$ cat config.mk
export PLATFORM = sky130hd
export DESIGN_NAME = mmio_store_port
export DESIGN_NICKNAME = d
export VERILOG_FILES = /design/src/rtl/mmio_store_port.sv
export SDC_FILE = /design/constraint.sdc
export NUM_CORES = 1
export LEC_CHECK = 0
export CAP_MARGIN = 5
export CORE_UTILIZATION = 37
export CTS_CLUSTER_DIAMETER = 50
export CTS_CLUSTER_SIZE = 12
export DETAILED_ROUTE_END_ITERATION = 16
export HOLD_SLACK_MARGIN = 0.06
export MAX_ROUTING_LAYER = met4
export SKIP_LAST_GASP = 1
export SLEW_MARGIN = 20
export SYNTH_ARGS = -nofsm -noshare
export SYNTH_HDL_FRONTEND = slang
export SYNTH_SLANG_ARGS = --single-unit
$ cat constraint.sdc
create_clock -name clk -period 5.19 [get_ports clk]
set_input_delay 1.038 -clock clk [delete_from_list [all_inputs] [get_ports clk]]
set_output_delay 1.038 -clock clk [all_outputs]
set_load 0.01 [all_outputs]
$ cat src/rtl/mmio_store_port.sv
// MMIO register window feeding a 4-entry store FIFO; register reads are combinational, FIFO output lags a push by one cycle.
// Backpressure: out_ready stalls the head; a TXDATA store into a full FIFO without a same-cycle pop is dropped and flags overflow.
module mmio_store_port #(
    parameter logic [31:0] BASE  = 32'h0000_0080,
    parameter int          DEPTH = 4
) (
    input  logic        clk,
    input  logic        reset,
    input  logic [31:0] dataadr,
    input  logic [31:0] writedata,
    input  logic        memwrite,
    output logic [31:0] readdata,
    output logic [31:0] out_data,
    output logic        out_valid,
    input  logic        out_ready
);
    localparam int             PW       = $clog2(DEPTH);
    localparam int             CW       = PW + 1;
    localparam logic [CW-1:0]  FULL_CNT = CW'(DEPTH);

    logic [31:0]    r_mem [DEPTH];
    logic [PW-1:0]  r_wptr;
    logic [PW-1:0]  r_rptr;
    logic [CW-1:0]  r_count;
    logic           r_ovf;
    logic [15:0]    r_storecnt;

    logic           w_hit;
    logic [1:0]     w_sel;
    logic           w_empty;
    logic           w_full;
    logic           w_push_req;
    logic           w_push;
    logic           w_pop;
    logic           w_ovf_set;
    logic           w_ctrl_wr;
    logic           w_ovf_clr;
    logic           w_flush;
    logic [31:0]    w_status;
    logic           w_unused;

    assign w_hit      = (dataadr[31:4] == BASE[31:4]);
    assign w_sel      = dataadr[3:2];
    assign w_unused   = ^dataadr[1:0];

    assign w_empty    = (r_count == '0);
    assign w_full     = (r_count == FULL_CNT);
    assign w_pop      = !w_empty && out_ready;

    // A full FIFO still accepts a push when the head leaves in the same cycle.
    assign w_push_req = memwrite && w_hit && (w_sel == 2'd0);
    assign w_push     = w_push_req && (!w_full || w_pop);
    assign w_ovf_set  = w_push_req && w_full && !w_pop;

    assign w_ctrl_wr  = memwrite && w_hit && (w_sel == 2'd2);
    assign w_ovf_clr  = w_ctrl_wr && writedata[0];
    assign w_flush    = w_ctrl_wr && writedata[1];

    always_comb begin
        w_status      = '0;
        w_status[0]   = w_empty;
        w_status[1]   = w_full;
        w_status[2]   = r_ovf;
        w_status[6:4] = r_count;
    end

    always_comb begin
        readdata = '0;
        if (w_hit) begin
            case (w_sel)
                2'd1:    readdata = w_status;
                2'd3:    readdata = {16'h0000, r_storecnt};
                default: readdata = '0;
            endcase
        end
    end

    assign out_valid = !w_empty;
    assign out_data  = r_mem[r_rptr];

    always_ff @(posedge clk) begin
        if (w_push) begin
            r_mem[r_wptr] <= writedata;
        end
    end

    // Flush overrides any same-cycle pop; the popped word has already been taken by the consumer.
    always_ff @(posedge clk or negedge reset) begin
        if (!reset) begin
            r_wptr     <= '0;
            r_rptr     <= '0;
            r_count    <= '0;
            r_ovf      <= 1'b0;
            r_storecnt <= '0;
        end else begin
            if (w_flush) begin
                r_wptr  <= '0;
                r_rptr  <= '0;
                r_count <= '0;
            end else begin
                if (w_push) begin
                    r_wptr <= r_wptr + PW'(1);
                end
                if (w_pop) begin
                    r_rptr <= r_rptr + PW'(1);
                end
                if (w_push && !w_pop) begin
                    r_count <= r_count + CW'(1);
                end else if (w_pop && !w_push) begin
                    r_count <= r_count - CW'(1);
                end
            end

            if (w_ovf_set) begin
                r_ovf <= 1'b1;
            end else if (w_ovf_clr) begin
                r_ovf <= 1'b0;
            end

            if (w_push) begin
                r_storecnt <= r_storecnt + 16'd1;
            end
        end
    end
endmodule

-- After elaboration in Yosys (flattened, before gate mapping)
Memory sizes are Yosys's and may differ from the RTL's.
Cells that the tools add are included.
- logic and storage cells: 51
- bits in writable memories: 128
- input port bits: 68
- register bits after elaboration: 24
- memories: 1
- memory list (memory ; words ; width ; read ports ; clocked after Yosys merged registers in ; wr ports ; line ; text):
    r_mem ; 4 ; 32 ; 1 ; 0 ; 1 ; 21 ; logic [31:0] r_mem [DEPTH];
- $add $sub $neg: 5
- eq/ne operators: 5
- reductions and logical operators: 22
- mux-type cells: 13
- operator list (cell ; count):
    $pmux 16 s2 ; 1
    $eq 28x4->1 const B ; 1
    $add 16x1->16 const B ; 1
    $mux 16 ; 1
    $logic_and 1x1->1 ; 11
    $mux 3 ; 3
    $mux 2 ; 4
    $reduce_bool 2->1 ; 3
    $add 2x1->2 const B ; 2
    $eq 2x2->1 const B ; 2
    $logic_not 1->1 ; 4
    $mux 1 ; 4
    $add 3x1->3 const B ; 1
    $eq 3x3->1 const B ; 1
    $logic_not 3->1 ; 1
    $reduce_bool 3->1 ; 1
    $sub 3x1->3 const B ; 1
    $eq 2x1->1 const B ; 1
    $logic_not 2->1 ; 1
    $logic_or 1x1->1 ; 1

-- Depth between registers and ports, before layout
Gate-level depths: netlist of run 1.
- depth after elaboration: 10
- gate-level depth with buffers: 8

-- Least setup slack after synthesis of run 1
Ideal clock, no wire load.
- path kind: input to register
- start point: input port dataadr[19]
- end point: memory r_mem[0][0], enable pin
- stages: 5
- data required time: 4.798 ns
- buffers on the path: 1
- setup time: 0.392 ns
- setup slack: 1.412 ns
- arrival: 3.386 ns
- cells stage by stage: or4_1 > or4b_4 > nor3_4 > buf_6 > and2_1
- cells in the longest elaborated chain, start to end: 6
- ends and longest elaborated chain (element ; line ; text):
    start, declared ; 9 ; input logic [31:0] dataadr,
    $eq 28x4->1 ; 42 ; assign w_hit = (dataadr[31:4] == BASE[31:4]);
    $logic_and 1x1->1 (2 in series) ; 51 ; assign w_push_req = memwrite && w_hit && (w_sel == 2'd0);
    $logic_and 1x1->1 ; 52 ; assign w_push = w_push_req && (!w_full || w_pop);
    $mux 1 ; 82 ; if (w_push) begin
    $mux 1 (not written as such) ; 83 ; r_mem[r_wptr] <= writedata;
    end, declared ; 21 ;
No other way between the ends.

-- Worst setup path in the final report of run 1
- start point: input port dataadr[19]
- end point: output port readdata[12]
- cells in the longest elaborated chain, start to end: 2
- ends and longest elaborated chain (element ; line ; text):
    $eq 28x4->1 ; 42 ;
    $mux 16 ; 69 ; if (w_hit) begin
    end, declared ; 12 ; output logic [31:0] readdata,
No other way between the ends.

==> results of run 1 <==
-- synthesized netlist by cell type, types with 2 or more instances --
cell type / count / area, sq um
nand3_1: 9 / 45.0
a21oi_1: 2 / 10.0
xor2_1: 5 / 43.8
ha_1: 5 / 62.6
mux4_2: 32 / 721
inv_1: 12 / 45.0
xnor2_1: 13 / 114
nor3_1: 6 / 30.0
and2_1: 13 / 81.3
nor2_1: 17 / 63.8
buf_4: 16 / 120
clkbuf_1: 9 / 33.8
nand2_1: 6 / 22.5
o21ai_1: 2 / 10.0
dfrtp_1: 24 / 601
nor4b_1: 3 / 26.3
a2bb2oi_1: 2 / 17.5
or4_1: 2 / 15.0
nor4_1: 7 / 43.8
and3_1: 2 / 12.5
mux2_2: 2 / 22.5
edfxtp_1: 128 / 3840
buf_1: 3 / 11.3
nand4_1: 7 / 43.8
mux2i_1: 7 / 70.1
-- layout by cell type (no fill, tap or decap), drive strengths merged, types with 8 or more instances in the layout --
cell type and n:
clkbuf 19, dfrtp 24, and2 13, mux4 32
nor2 17, xnor2 13, buf 8, conb 16
nand3 9, clkdlybuf4s50 113, nor3 8, edfxtp 128
inv 12
-- per-stage QoR --
stage	utilization, %	instances	hold WS (ns)	cell area (sq um)
4_1_cts	50.1	706	0.476	8270
3_5_place_dp	46.2	675	0.460	7640
5_1_grt	50.1	707	0.495	8270
3_3_place_gp	46.2	675	0.458	7640
2_1_floorplan	-	363	0.434	6300
6_report	50.1	707	0.476	8270
-- critical path: stages --
cell and delay, ns:
clkdlybuf4s50_1 0.39, or4_1 0.58, nor3_2 0.37, nand3_1 0.18, nor2_1 0.33, and2_1 0.19, clkdlybuf4s50_1 0.54
-- report_power, final --
part	switching (mW)	total, mW	internal, mW
Combinational	0.261	0.781	0.520
Sequential	0.138	1.48	1.34
Clock	0.460	1.31	0.850
-- final cells by class --
class                           instances  share of cell area (%)
Timing Repair Buffer                  121                    14.8
Tap cell                              220                    3.33
Multi-Input combinational cell        170                    19.9
Clock buffer                           19                    5.23
Antenna cell                            1                  0.0302
Clock inverter                         12                    2.43
Sequential cell                       152                    53.7
Inverter                               12                   0.544
-- how the worst max path moves through the flow --
stage,start,to,slack [ns]
after floorplan,dataadr[19],r_mem[0][0],1.41
after global placement,dataadr[19],readdata[10],0.54
after detailed placement,dataadr[19],readdata[15],0.52
after CTS,dataadr[19],readdata[12],0.51
after global routing,dataadr[19],readdata[7],0.37
final,dataadr[19],readdata[12],0.54
-- metal layers --
layer / routed length [um] / vias to the layer above
li1: - / 1573
met1: 5190 / 1729
met2: 6110 / 95
met3: 543 / 17
met4: 192 / 0
met5: 0 / -
-- cells by family (layout without fill, tap and decap cells) --
logic type / count (synthesis) / after routing / share of synthesized area [%]
buffers and inverters: 41 / 164 / 3.54
xor gates and xnor gates: 18 / 18 / 2.52
muxes: 41 / 41 / 13.0
DFF: 152 / 152 / 71.1
other: 1 / 17 / 0.0600
AOI/OAI and AO/OA: 7 / 7 / 0.741
adders and majority gates: 6 / 6 / 1.32
and+or+nand+nor: 82 / 82 / 7.67
-- flip-flops by register name, summed over array words and instances, names as in the netlist --
signal,count
r_ovf,1
r_rptr,2
r_mem,128
r_storecnt,16
r_wptr,2
r_count,3
==> key figures, run 1 <==
Run status
  – Status: finished clean

Placement
  – Pre-CTS WS: 0.523 ns
  – Port Buffers: 114
  – Final Wtd Congestion: 0.731
  – DPL Wire Length: 7870 um

Timing
  – Final WS setup: 0.541 ns
  – Final setup fails: 0
  – Setup Skew: 0.00666 ns
  – Crit share post-route: 89.6%
  – RSZ-0062 raised after global routing: false
  – Worst Tran Pin Value: 1.06 ns
  – Achievable Freq: 215 MHz
  – Clock period minus worst slack: 4.65 ns
  – Rel. slew slack: 28.7%
  – TNS Setup: 0 ns
  – Final Hold Fails: 0
  – Max Slew Vio Count: 0

Pwr
  – Pwr Total: 3.57 mW
  – Worst vdd ir: 0.234 mV
  – Power Density: 432 mW/mm^2
  – Static leakage: 2.87 nW

Global route
  – Vias in the first global route: 3644
  – Met3 global-route usage: 4.04%
  – Largest net degree at the start of global routing: 34
  – Tot GR Track Use: 15.1%
  – First-pass GRT wire length: 19000 um
  – Met2 usage: 24.8%
  – Grt met1 use: 17.7%
  – GRT Residual Overflow: 0
  – Top Usage Layer GRT: met2
  – Initial antenna violation count: 1

Clock network
  – CTS tree: built
  – Post-cts sizing count: 0
  – Hold-fix buffers at CTS: 0
  – Post-CTS Repair Setup Buffers: 0
  – CTS Sinks: 152
  – H-Tree Depth: 4
  – Skew-Pair Late Insertion Delay: 0.42 ns
  – CTS root buf: clkbuf_16
  – Clk slew on worst S/H paths: 0.06 ns
  – CTS Buffer Depth: 2
  – Total CTS buffers: 17

Layout
  – Layout cells sized above 1: 16.7%
  – Multi-input gate area: 0.00164 sq mm
  – Reg area: 0.00445 sq mm
  – Layout net count: 548
  – FILL cells: 1384
  – Area grow syn2layout: 32.4%

Worst hold path
  – WHS Path Cells: 1
  – Hold EP: r_storecnt[15]
  – Hold WC Path Type: reg2reg
  – Hold path startpoint: r_storecnt[15]

Worst setup path
  – WP data required: 4.15 ns
  – Crit end category: output pin
  – FF-to-FF End: r_count[2]
  – FF-to-FF setup slack: 2.69 ns
  – Startpoint types: input pin
  – Crit path DAT: 3.61 ns
  – Worst r2r path cells: 6
  – Critical path class: in2out
  – Crit Path Max Fanout: 8
  – RR Startpoint: r_count[1]

Synthesis
  – Ys Warns: 0
  – Main synth FF type: edfxtp_1
  – Synth Cell Area: 0.00625 sq mm
  – Async set-reset flop share out of synthesis: 15.8%
  – Yosys cell types: 39
  – Cells after Synth: 348
  – Avg Synthesized Cell Area: 18.0 sq um
  – Count of state elements after synthesis: 152
  – Post-synth EDFFs: 128
  – Register area share after synthesis: 71.1%

Drt
  – WL final: 12000 um
  – 1st-iter DRT viols: 140
  – Vias per inst: 4.83
  – Final ANT Viol Nets: 0
  – Vias post-DR: 3414
  – DRC violations left: 0
  – Drt pass-1 iters: 4
  – WL/cell: 17.0 um

Floorplanning
  – Core Footprint: 0.0165 sq mm
  – Die width: 132 um
  – Total die area: 0.0174 sq mm
  – Site Rows: 47
  – I/O pin cnt: 133
  – Die Y: 132 um
  – Initial Utilization: 37.8%

Run
  – Max-cap violations: 0
(Power assumes the default switching activity.)
==> run 2: changes to the inputs <==
Settings changed: CORE_ASPECT_RATIO set to 1.25.
==> run 2 against run 1 <==
  * Register-to-register slack barely moved
  * Non-clock buffer count up 2
  * Hold slack lost 0.0088 ns
  * Via count rose by 1.1%
  * Flip-flop and latch count did not move
  * Clock power fell by 8%
  * Utilization grew 0.074 points
  * Wire length is 1.7% higher
  * Maximum frequency down 0.19%
  * Critical path depth unchanged
  * Power fell by 3.0%
  * Clock skew decreased by 0.0019 ns
==> key figures, run 2 (same netlist as run 1, synthesis figures left out) <==
Placement
  – Port Buffers: 114 (unchanged)
  – Pre-CTS WS: 0.508 ns (was 0.523 ns)
  – DPL Wire Length: 8010 um (was 7870 um)
  – Final Wtd Congestion: 0.780 (was 0.731)

Drt
  – Vias post-DR: 3452 (was 3414)
  – WL final: 12200 um (was 12000 um)
  – DRC violations left: 0 (unchanged)
  – Routed wl met3: 521 um (was 543 um)
  – Vias per inst: 4.90 (was 4.83)
  – Highest Signal Layer: met4 (unchanged)
  – Drt pass-1 iters: 4 (unchanged)
  – WL/cell: 17.4 um (was 17.0 um)
  – Routed length on met1: 4970 um (was 5190 um)
  – Routed length on met2: 6520 um (was 6110 um)
  – Final ANT Viol Nets: 0 (unchanged)
  – 1st-iter DRT viols: 184 (was 140)

Clock network
  – Clk slew on worst S/H paths: 0.06 ns (about the same)
  – Hold-fix buffers at CTS: 0 (unchanged)
  – CTS Buffer Depth: 2 (unchanged)
  – CTS root buf: clkbuf_16 (unchanged)
  – Skew-Pair Late Insertion Delay: 0.42 ns (about the same)
  – CTS tree: built (unchanged)
  – Post-cts sizing count: 0 (unchanged)
  – Post-CTS Repair Setup Buffers: 0 (unchanged)
  – CTS Sinks: 152 (unchanged)
  – H-Tree Depth: 4 (unchanged)
  – Total CTS buffers: 17 (unchanged)

Timing
  – Clock period minus worst slack: 4.66 ns (was 4.65 ns)
  – Final WS setup: 0.532 ns (was 0.541 ns)
  – Final Hold Fails: 0 (unchanged)
  – Achievable Freq: 215 MHz (about the same)
  – Crit share post-route: 89.8% (was 89.6%)
  – Max Slew Vio Count: 0 (unchanged)
  – Hold Worst Slack: 0.467 ns (was 0.476 ns)
  – Rel. slew slack: 31.5% (was 28.7%)
  – Setup Skew: 0.00474 ns (was 0.00666 ns)
  – TNS Setup: 0 ns (unchanged)
  – Worst Tran Pin Value: 1.01 ns (was 1.06 ns)
  – Final setup fails: 0 (unchanged)
  – RSZ-0062 raised after global routing: false (unchanged)

Worst hold path
  – Hold path startpoint: r_storecnt[15] (unchanged)
  – Hold EP: r_storecnt[15] (unchanged)
  – Hold WC Path Type: reg2reg (unchanged)
  – WHS Path Cells: 1 (unchanged)

Layout
  – Biggest regs: r_mem x128, r_storecnt x16, r_count x3 (unchanged)
  – ANT cells: 0 (was 1)
  – Area grow syn2layout: 31.1% (was 32.4%)
  – Biggest register: r_mem (unchanged)
  – FILL cells: 1368 (was 1384)
  – Most frequent cells in the layout: edfxtp_1, clkdlybuf4s50_1, mux4_2 (unchanged)
  – Layout cells sized above 1: 16.0% (was 16.7%)
  – Layout net count: 550 (was 548)
  – Max reg flops: 128 (unchanged)
  – Commonest non-fill, non-tap cell in the layout: edfxtp_1 (unchanged)

Floorplanning
  – Initial Utilization: 38.3% (was 37.8%)
  – Core Footprint: 0.0163 sq mm (was 0.0165 sq mm)
  – Site Rows: 52 (was 47)
  – Total die area: 0.0174 sq mm (about the same)
  – Die width: 118 um (was 132 um)
  – I/O pin cnt: 133 (unchanged)
  – Die Y: 147 um (was 132 um)

Pwr
  – Worst vdd ir: 0.251 mV (was 0.234 mV)
  – Power Density: 423 mW/mm^2 (was 432 mW/mm^2)
  – Static leakage: 2.84 nW (was 2.87 nW)

Global route
  – Largest net degree at the start of global routing: 33 (was 34)
  – Vias in the first global route: 3703 (was 3644)
  – First-pass GRT wire length: 19700 um (was 19000 um)
  – Initial antenna violation count: 0 (was 1)
  – Tot GR Track Use: 15.8% (was 15.1%)
  – GRT Residual Overflow: 0 (unchanged)

Worst setup path
  – FF-to-FF End: r_count[2] (unchanged)
  – Crit end category: output pin (unchanged)
  – Crit Path Max Fanout: 8 (unchanged)
  – WP data required: 4.15 ns (about the same)
  – Crit path DAT: 3.62 ns (was 3.61 ns)
  – Critical path class: in2out (unchanged)
  – Startpoint types: input pin (unchanged)
  – RR Startpoint: r_count[0] (was r_count[1])
  – Worst r2r path cells: 6 (unchanged)
  – FF-to-FF setup slack: 2.70 ns (was 2.69 ns)

Run status
  – Status: finished clean (unchanged)

Run
  – Max-cap violations: 0 (unchanged)
==> run 2: changes by cell type in the layout (fill, tap and decap cells not counted), sizes merged <==
cell and delta:
diode -1, clkinvlp +2, clkinv +1, bufinv -2, buf +2, clkbuf -1
==> run 2: stage by stage <==
step	area, sq um	power, mW	util (%)	instances
2_1_floorplan	6300	1.90	-	363
4_1_cts	8190	3.53	50.2	704
3_3_place_gp	7610	2.31	46.6	673
6_report	8190	3.47	50.1	704
5_1_grt	8190	3.62	50.1	704
3_5_place_dp	7610	2.31	46.6	673
==> run 2: worst max-delay path by stage <==
stage | from | to | slack [ns] | cells after the start
4_1_cts | dataadr[19] | readdata[15] | 0.50 | 7
6_report | dataadr[19] | readdata[15] | 0.53 | 7
3_3_place_gp | dataadr[19] | readdata[15] | 0.57 | 7
2_1_floorplan | dataadr[19] | r_mem[0][0] | 1.41 | 5
3_5_place_dp | dataadr[19] | readdata[15] | 0.51 | 7
5_1_grt | dataadr[19] | readdata[15] | 0.32 | 7
==> run 2: final cells by class <==
class / count / area, sq um / area share (%)
flip-flops and latches: 152 / 4450 / 54.3
multi-input cells: 170 / 1640 / 20.0
repair buffers: 123 / 1200 / 14.7
clock buffers: 18 / 429 / 5.24
well taps: 216 / 270 / 3.30
clock inverters: 13 / 156 / 1.91
inverters: 12 / 45.0 / 0.550
==> run 2: critical path: stages <==
cell and delay [ns]:
clkdlybuf4s50_1 0.40, or4_1 0.58, nor3_2 0.35, nand3_1 0.19, nor2_1 0.33, and2_1 0.18, clkdlybuf4s50_1 0.55
==> run 2: power breakdown <==
part / total (mW) / internal (mW) / switching (mW)
clock network: 1.21 / 0.748 / 0.457
logic: 0.832 / 0.521 / 0.311
registers: 1.43 / 1.34 / 0.0827
total: 3.47 / 2.61 / 0.851
==> run 2: per-layer routing <==
metal	vias up	track usage, %
li1	1580	-
met1	1758	17.7
met2	96	26.9
met3	18	3.80
met4	0	6.54
met5	-	-
